$ cat config.mk
export PLATFORM = sky130hd
export DESIGN_NAME = bp_be_instr_unpacker_flat
export DESIGN_NICKNAME = d
export VERILOG_FILES = /design/src/rtl/bp_be_rv64_pkg.sv /design/src/rtl/bp_be_instr_unpacker_if.sv /design/src/rtl/bp_be_instr_compact.sv /design/src/rtl/bp_be_instr_unpacker.sv /design/src/flat_wrapper.sv
export SDC_FILE = /design/constraint.sdc
export NUM_CORES = 2
export LEC_CHECK = 0
export CORE_MARGIN = 4
export CORE_UTILIZATION = 50
export DETAILED_ROUTE_END_ITERATION = 16
export GPL_TIMING_DRIVEN = 0
export PLACE_DENSITY = 0.69
export REMOVE_ABC_BUFFERS = 1
export SETUP_SLACK_MARGIN = 0.02
export SYNTH_ARGS = -nofsm -noshare
export SYNTH_HDL_FRONTEND = slang
export SYNTH_HIERARCHICAL = 1
export SYNTH_SLANG_ARGS = --single-unit
$ cat constraint.sdc
create_clock -name clk_i -period 12.29 [get_ports clk_i]
set_input_delay 1.8435 -clock clk_i [delete_from_list [all_inputs] [get_ports clk_i]]
set_output_delay 1.8435 -clock clk_i [all_outputs]
set_load 0.01 [all_outputs]
$ cat src/rtl/bp_be_rv64_pkg.sv
// RV64 backend types shared by the instruction unpacker: raw instruction layout,
// architectural widths and the queue entry {pc, instr}.
`ifndef BP_BE_RV64_PKG_SV
`define BP_BE_RV64_PKG_SV

// Entry layout is declared by macro so each user can size the PC to its own eaddr width.
`define BP_BE_DECLARE_ISSUE_ENTRY_S(eaddr_width_mp, struct_name_mp) \
   typedef struct packed {                                           \
      logic [eaddr_width_mp-1:0] pc;                                 \
      bp_be_instr_s              instr;                              \
   } struct_name_mp

package bp_be_rv64_pkg;

   localparam int rv64_instr_width_gp = 32;
   localparam int rv64_eaddr_width_gp = 64;
   localparam int rv64_instr_bytes_gp = 4;

   typedef struct packed {
      logic [6:0] funct7;
      logic [4:0] rs2;
      logic [4:0] rs1;
      logic [2:0] funct3;
      logic [4:0] rd;
      logic [6:0] opcode;
   } bp_be_instr_s;

   `BP_BE_DECLARE_ISSUE_ENTRY_S(rv64_eaddr_width_gp, bp_be_issue_entry_s);

endpackage

`endif

$ cat src/rtl/bp_be_instr_unpacker_if.sv
// Fetch-packet and issue handshake bundle between front end, unpacker and issue stage.
interface bp_be_instr_unpacker_if
  #(parameter int fetch_width_p = 2,
    parameter int depth_p       = 8,
    parameter int eaddr_width_p = bp_be_rv64_pkg::rv64_eaddr_width_gp)
   ();

   localparam int count_width_lp = $clog2(depth_p + 1);

   logic                                                      fe_v_i;
   logic                                                      fe_ready_o;
   logic [eaddr_width_p-1:0]                                  fe_pc_i;
   logic [fetch_width_p*bp_be_rv64_pkg::rv64_instr_width_gp-1:0] fe_instr_i;
   logic [fetch_width_p-1:0]                                  fe_mask_i;
   logic                                                      flush_i;

   logic                                                      issue_v_o;
   logic                                                      issue_yumi_i;
   bp_be_rv64_pkg::bp_be_instr_s                              issue_instr_o;
   logic [eaddr_width_p-1:0]                                  issue_pc_o;
   logic                                                      issue_illegal_o;
   logic [count_width_lp-1:0]                                 count_o;

   modport master (
      output fe_v_i, fe_pc_i, fe_instr_i, fe_mask_i, flush_i, issue_yumi_i,
      input  fe_ready_o, issue_v_o, issue_instr_o, issue_pc_o, issue_illegal_o, count_o
   );

   modport slave (
      input  fe_v_i, fe_pc_i, fe_instr_i, fe_mask_i, flush_i, issue_yumi_i,
      output fe_ready_o, issue_v_o, issue_instr_o, issue_pc_o, issue_illegal_o, count_o
   );

endinterface

$ cat src/rtl/bp_be_instr_compact.sv
// Combinational lane compactor: packs the valid lanes of a fetch packet toward slot 0
// in ascending lane order, carrying each lane's own PC along.
module bp_be_instr_compact
   import bp_be_rv64_pkg::*;
  #(parameter int fetch_width_p = 2,
    parameter int eaddr_width_p = rv64_eaddr_width_gp,
    localparam int pop_width_lp = $clog2(fetch_width_p + 1))
   (input  logic [fetch_width_p-1:0]                     mask_i,
    input  logic [fetch_width_p*rv64_instr_width_gp-1:0] instr_i,
    input  logic [eaddr_width_p-1:0]                     pc_i,
    output bp_be_instr_s                                 instr_o [fetch_width_p],
    output logic [eaddr_width_p-1:0]                     pc_o [fetch_width_p],
    output logic [pop_width_lp-1:0]                      popcount_o);

   logic [pop_width_lp-1:0] prefix [fetch_width_p];
   logic [pop_width_lp-1:0] running;

   // prefix[k] is the destination slot of lane k: number of valid lanes below it.
   always_comb begin
      // NOTE: blocking assignments here build a combinational chain through running;
      // non-blocking would read the stale value on every iteration.
      running = '0;
      for (int k = 0; k < fetch_width_p; k++) begin
         prefix[k] = running;
         running   = running + pop_width_lp'(mask_i[k]);
      end
      popcount_o = running;
   end

   always_comb begin
      // NOTE: every output gets a default before the select loop, so slots that no
      // lane lands in are driven and no latch is inferred.
      for (int j = 0; j < fetch_width_p; j++) begin
         instr_o[j] = '0;
         pc_o[j]    = '0;
      end
      for (int j = 0; j < fetch_width_p; j++) begin
         for (int k = 0; k < fetch_width_p; k++) begin
            if (mask_i[k] && (prefix[k] == pop_width_lp'(j))) begin
               instr_o[j] = bp_be_instr_s'(instr_i[k*rv64_instr_width_gp +: rv64_instr_width_gp]);
               pc_o[j]    = pc_i + eaddr_width_p'(rv64_instr_bytes_gp * k);
            end
         end
      end
   end

endmodule

$ cat src/rtl/bp_be_instr_unpacker.sv
// Instruction buffer: compacts masked fetch packets into a circular single-instruction
// queue and issues one instruction per cycle with its PC and an illegal-encoding flag.
module bp_be_instr_unpacker
   import bp_be_rv64_pkg::*;
  #(parameter int fetch_width_p = 2,
    parameter int depth_p       = 8,
    parameter int eaddr_width_p = rv64_eaddr_width_gp)
   (input logic                    clk_i,
    input logic                    reset_n_i,
    bp_be_instr_unpacker_if.slave  io);

   localparam int ptr_width_lp   = (depth_p > 1) ? $clog2(depth_p) : 1;
   localparam int count_width_lp = $clog2(depth_p + 1);
   localparam int pop_width_lp   = $clog2(fetch_width_p + 1);
   localparam logic [ptr_width_lp-1:0] ptr_mask_lp = ptr_width_lp'(depth_p - 1);

   `BP_BE_DECLARE_ISSUE_ENTRY_S(eaddr_width_p, issue_entry_s);

   issue_entry_s              mem_r [depth_p];
   logic [ptr_width_lp-1:0]   head_r;
   logic [ptr_width_lp-1:0]   tail_r;
   logic [count_width_lp-1:0] count_r;

   bp_be_instr_s              lane_instr [fetch_width_p];
   logic [eaddr_width_p-1:0]  lane_pc [fetch_width_p];
   logic [pop_width_lp-1:0]   lane_count;
   logic [pop_width_lp-1:0]   accept_count;

   logic has_room;
   logic accept;
   logic deq;
   issue_entry_s head_entry;

   bp_be_instr_compact
     #(.fetch_width_p(fetch_width_p),
       .eaddr_width_p(eaddr_width_p))
   compact
     (.mask_i    (io.fe_mask_i),
      .instr_i   (io.fe_instr_i),
      .pc_i      (io.fe_pc_i),
      .instr_o   (lane_instr),
      .pc_o      (lane_pc),
      .popcount_o(lane_count));

   // Credit comes only from the registered count; a same-cycle pop does not help.
   assign has_room      = (depth_p - int'(count_r)) >= fetch_width_p;
   assign io.fe_ready_o = reset_n_i & has_room;
   assign io.issue_v_o  = reset_n_i & (count_r != '0);

   assign accept       = io.fe_v_i & io.fe_ready_o & ~io.flush_i;
   assign deq          = io.issue_yumi_i & io.issue_v_o & ~io.flush_i;
   assign accept_count = accept ? lane_count : '0;

   always_ff @(posedge clk_i) begin
      if (!reset_n_i || io.flush_i) begin
         head_r  <= '0;
         tail_r  <= '0;
         count_r <= '0;
      end else begin
         head_r  <= (head_r + ptr_width_lp'(deq)) & ptr_mask_lp;
         tail_r  <= (tail_r + ptr_width_lp'(accept_count)) & ptr_mask_lp;
         count_r <= count_r + count_width_lp'(accept_count) - count_width_lp'(deq);
      end
   end

   // NOTE: the storage array has no reset; validity is tracked by count_r alone,
   // so stale slot contents are never observable as issued instructions.
   always_ff @(posedge clk_i) begin
      for (int j = 0; j < fetch_width_p; j++) begin
         if (accept && (pop_width_lp'(j) < lane_count)) begin
            mem_r[(tail_r + ptr_width_lp'(j)) & ptr_mask_lp] <= '{pc: lane_pc[j], instr: lane_instr[j]};
         end
      end
   end

   assign head_entry         = mem_r[head_r];
   assign io.issue_instr_o   = head_entry.instr;
   assign io.issue_pc_o      = head_entry.pc;
   assign io.issue_illegal_o = (head_entry.instr.opcode[1:0] != 2'b11);
   assign io.count_o         = count_r;

endmodule

$ cat src/flat_wrapper.sv
// flat-port wrapper written by rule: the top's interface ports become plain ports
module bp_be_instr_unpacker_flat import bp_be_rv64_pkg::*;
#(parameter int fetch_width_p = 2,
    parameter int depth_p       = 8,
    parameter int eaddr_width_p = rv64_eaddr_width_gp)
  (clk_i, reset_n_i, io_fe_v_i, io_fe_pc_i, io_fe_instr_i, io_fe_mask_i, io_flush_i, io_issue_yumi_i, io_fe_ready_o, io_issue_v_o, io_issue_instr_o, io_issue_pc_o, io_issue_illegal_o, io_count_o);
  bp_be_instr_unpacker_if #(.fetch_width_p(fetch_width_p), .depth_p(depth_p), .eaddr_width_p(eaddr_width_p)) io_i ();
  input logic clk_i;
  input logic reset_n_i;
  input wire logic [$bits(io_i.fe_v_i)-1:0] io_fe_v_i;
  input wire logic [$bits(io_i.fe_pc_i)-1:0] io_fe_pc_i;
  input wire logic [$bits(io_i.fe_instr_i)-1:0] io_fe_instr_i;
  input wire logic [$bits(io_i.fe_mask_i)-1:0] io_fe_mask_i;
  input wire logic [$bits(io_i.flush_i)-1:0] io_flush_i;
  input wire logic [$bits(io_i.issue_yumi_i)-1:0] io_issue_yumi_i;
  output wire logic [$bits(io_i.fe_ready_o)-1:0] io_fe_ready_o;
  output wire logic [$bits(io_i.issue_v_o)-1:0] io_issue_v_o;
  output wire logic [$bits(io_i.issue_instr_o)-1:0] io_issue_instr_o;
  output wire logic [$bits(io_i.issue_pc_o)-1:0] io_issue_pc_o;
  output wire logic [$bits(io_i.issue_illegal_o)-1:0] io_issue_illegal_o;
  output wire logic [$bits(io_i.count_o)-1:0] io_count_o;
  assign io_i.fe_v_i = io_fe_v_i;
  assign io_i.fe_pc_i = io_fe_pc_i;
  assign io_i.fe_instr_i = io_fe_instr_i;
  assign io_i.fe_mask_i = io_fe_mask_i;
  assign io_i.flush_i = io_flush_i;
  assign io_i.issue_yumi_i = io_issue_yumi_i;
  assign io_fe_ready_o = io_i.fe_ready_o;
  assign io_issue_v_o = io_i.issue_v_o;
  assign io_issue_instr_o = io_i.issue_instr_o;
  assign io_issue_pc_o = io_i.issue_pc_o;
  assign io_issue_illegal_o = io_i.issue_illegal_o;
  assign io_count_o = io_i.count_o;
  bp_be_instr_unpacker #(.fetch_width_p(fetch_width_p), .depth_p(depth_p), .eaddr_width_p(eaddr_width_p)) u_core (.clk_i(clk_i), .reset_n_i(reset_n_i), .io(io_i));
endmodule
==> out/results.txt <==
The flow ran to the end, and the final reports show no timing, DRC or antenna violations. Counting the buffers created by CTS gives 85. The tools report the number of nets still failing antenna checks after routing as 0. Routed wirelength normalized by instance count: 30.1 µm.

The type of destination of the critical path was a flop. TritonCTS built the clock tree. The final layout contains routed wiring with a total length of 127000 µm. Reported leakage power: 17.0 nW. After floorplanning, the core was sized to cover 85100 µm². Leaving out fill and tap cells, the most frequent cells in the layout are edfxtp_1, mux2_2, clkdlybuf4s50_1, mux4_2, mux2_1.

The synthesized netlist occupies a cell area of 42900 µm². The number of setup buffers added after CTS is 0. The synthesized design contains 778 register bits. The run gives 0.277 as the total global-route track usage.

At the pin with the least slew margin, the transition time is 1.28 ns. The quantity of hold-fixing buffers added after cts was 0; the critical-path maximum fanout was 49. STA puts the critical path data arrival time at 6.39 ns.

The logs give 68 for the number of unique standard cell types used by synthesis and 3129 for the number of nets in the finished design. The logs give 165 MHz for the highest clock rate and 12.63 ns for the required arrival time at the worst endpoint. Startpoint type of the worst setup path: an input pin.

For this run, the leading register cell type out of synthesis is edfxtp_1. Worst setup skew after layout: 0.0185 ns. After global routing the overflow that remains totals 0. Once the clock tree was built, the resizer swapped 0 gates to a different size. After clock tree synthesis, the clock-pin slew on the worst setup and hold paths is 0.06 ns.

The logs give 0 for the count of final max-slew check failures and 3060 for the violation count after the first detailed-routing iteration. The tools report the maximum clock path buffer count as 3. From bottom edge to top edge, the die measures 301 µm. For the number of endpoints failing setup at the final stage, the log shows 0. The worst hold endpoint is u_core/tail_r[2]. The routed layout has 27400 vias.

The layout overhead on the synthesized area came out at 18.5%. The post-route fraction of the period consumed by the critical path was 0.492. Synthesis produced a netlist whose cell count is 2761. The initial antenna violation count was 20. Sorting the synthesized cells by area gives the leading types as edfxtp_1, mux2_2, mux4_2.

The number of port buffers was 237. The logs give 238 for the boundary pin count and 3 for the H-tree level count. At the later pin of the worst-skew pair, clock insertion delay measures 0.64 ns.

The half-perimeter wire length after detailed placement is 81800 µm, and the cell area after placement is 48000 µm². For the worst flop-to-flop path, the logic depth is 12. The floorplan step defined a die boundary enclosing 90500 µm². The tools report the beginning of the worst register-to-register path as u_core/io.count_o[0]. The worst hold path was traced through 2 stages. The number of sinks driven by the clock tree is 778, and the clock period minus worst slack is 6.05 ns. The final hold violation count was 0. The run gives 0.503 as the initial cell density of the core. After routing the design area is 50800 µm². The first-pass GRT wire length was 185000 µm. Summed over all instances, the cell type with the most area after synthesis is edfxtp_1. The library cell used most frequently in the layout, excluding fill and tap cells, is edfxtp_1.

In this run the clock root is driven by a clkbuf_16. The proportion of synthesized flip-flops having asynchronous set or reset is 0. The worst hold path begins at u_core/tail_r[2].

The number of enable flip-flop cells after synthesis is 768, and the number of fillers in the final layout is 6430. The power density of the placed cells was 118 nW/µm². The overall die width was 301 µm; the via count of the first global-routing pass was 28300. The count of maximum capacitance violations is 0, and the max-slew headroom at the worst pin is 0.137.

The post-synthesis area per instance is 15.5 µm², and the pin count of the biggest net entering global routing is 59. Setup repair after global routing left no endpoint under its margin. The proportion of layout cells with a drive suffix above 1 came out at 0.388. Sequential element share of the synthesized area: 0.543. The yosys synthesis warning count was 6; the final RePlAce weighted congestion was 0.939. The top cell type's share of synthesized area is 0.538. In this run the critical register-to-register path is captured at u_core/mem_r[1][75]. The worst hold path belongs to the class reg -> reg. The critical path in this run is classified as in -> reg. The per-cell via count in the routed design was 6.52; the worst supply voltage drop on vdd was 0.0917 mV. In this run the core area contains 107 standard-cell rows. Summed over all failing endpoints, the final setup total negative slack is 0 ns. The number of detailed-routing iterations run before antenna repair was 7; the total DRC errors in the routed layout was 0. For flop-to-flop paths, the worst setup slack is 7.93 ns. After layout, the design draws a total of 6.01 mW.
-- how the worst max path moves through the flow --
| stage | from | endpoint | slack, ns | cells past startpoint |
|---|---|---|---|---|
| finish | io_fe_mask_i[0] | u_core/mem_r[5][75] | 6.24 | 10 |
| global route | io_fe_mask_i[0] | u_core/mem_r[5][47] | 6.05 | 10 |
| CTS | io_fe_mask_i[0] | u_core/mem_r[5][85] | 6.22 | 10 |
| detailed placement | io_fe_mask_i[0] | u_core/mem_r[5][13] | 5.54 | 10 |
| global placement | io_fe_mask_i[0] | u_core/mem_r[0][81] | -32.91 | 6 |
| floorplan | io_fe_mask_i[0] | u_core/mem_r[0][0] | -1.17 | 5 |
-- state kept, by name (all words and copies together) (netlist names) --
register,flops
u_core/mem_r,768
u_core/io.count_o,4
u_core/head_r,3
u_core/tail_r,3
-- Yosys cell counts (all sizes together) (3+ instances only) --
cell,n
clkbuf,107
o21ai,48
buf,101
nor2b,7
a22o,32
a21oi,34
and2,51
nor4b,3
or4,20
xor2,15
a21o,9
ha,16
mux2i,10
nand4b,4
and4,10
nand3,47
nor2,78
o311ai,4
inv,24
a31oi,17
or3,9
o21a,3
mux2,865
o31ai,16
edfxtp,768
nand2b,17
o211ai,3
mux4,192
o41ai,3
nor3,17
and3,13
dfxtp,10
nand2,69
nand3b,3
nand4,43
nor4,32
xnor2,38
-- per-layer routing --
layer,track usage,wire length (µm),vias up,share of wire
met1,0.382,51600,14300,0.41
met3,0.0441,9600,245,0.076
met4,0.0844,3210,8,0.025
met5,0,49,-,0.00039
li1,-,-,11600,-
met2,0.455,62100,1289,0.49
-- cell families (layout without fill, tap and decap cells) --
| family | Yosys count | count (layout) | synth area share |
|---|---|---|---|
| mux | 1067 | 1067 | 0.331 |
| flops | 778 | 778 | 0.543 |
| simple gates | 428 | 428 | 0.0568 |
| buf+inv | 233 | 516 | 0.0248 |
| compound gates | 184 | 184 | 0.0287 |
| xor+xnor | 53 | 53 | 0.0108 |
| fa+ha+maj | 18 | 18 | 0.00561 |
| other cells | 0 | 12 | 0 |
-- per-stage QoR --
stage	hold WS, ns	util	std cells	setup slack, ns
after global routing	0.733	0.596	4198	6.05
after global placement	0.604	0.537	3934	-32.91
final	0.704	0.596	4200	6.24
after detailed placement	0.681	0.564	4032	5.54
after floorplan	0.562	-	2553	-1.17
after CTS	0.697	0.596	4187	6.22
-- where the power goes --
group / total (mW) / switching [mW] / internal [mW]
clock network: 2.53 / 1.07 / 1.46
registers: 2.96 / 0.00535 / 2.95
logic: 0.529 / 0.270 / 0.259
total: 6.01 / 1.34 / 4.67
-- area by class of cell --
| type | count | area, µm² | share of cell area |
|---|---|---|---|
| sequential | 778 | 23300 | 0.458 |
| multi-input combinational | 1750 | 18700 | 0.368 |
| timing repair buffer | 336 | 4520 | 0.0890 |
| clock buffer | 102 | 2210 | 0.0436 |
| tap | 1144 | 1430 | 0.0282 |
| clock inverter | 53 | 515 | 0.0102 |
| inverter | 25 | 96.3 | 0.00190 |
| antenna | 12 | 30.0 | 0.000591 |
-- worst max-delay path, stage by stage --
cell             delay (ns)
clkdlybuf4s50_1        0.62
ha_4                   0.81
nand3b_1               0.24
nor3_1                 0.58
nand3_4                0.67
buf_16                 0.46
o21ai_4                0.39
buf_12                 0.28
buf_12                 0.21
buf_16                 0.18
Power figures use the tool's default switching activity.
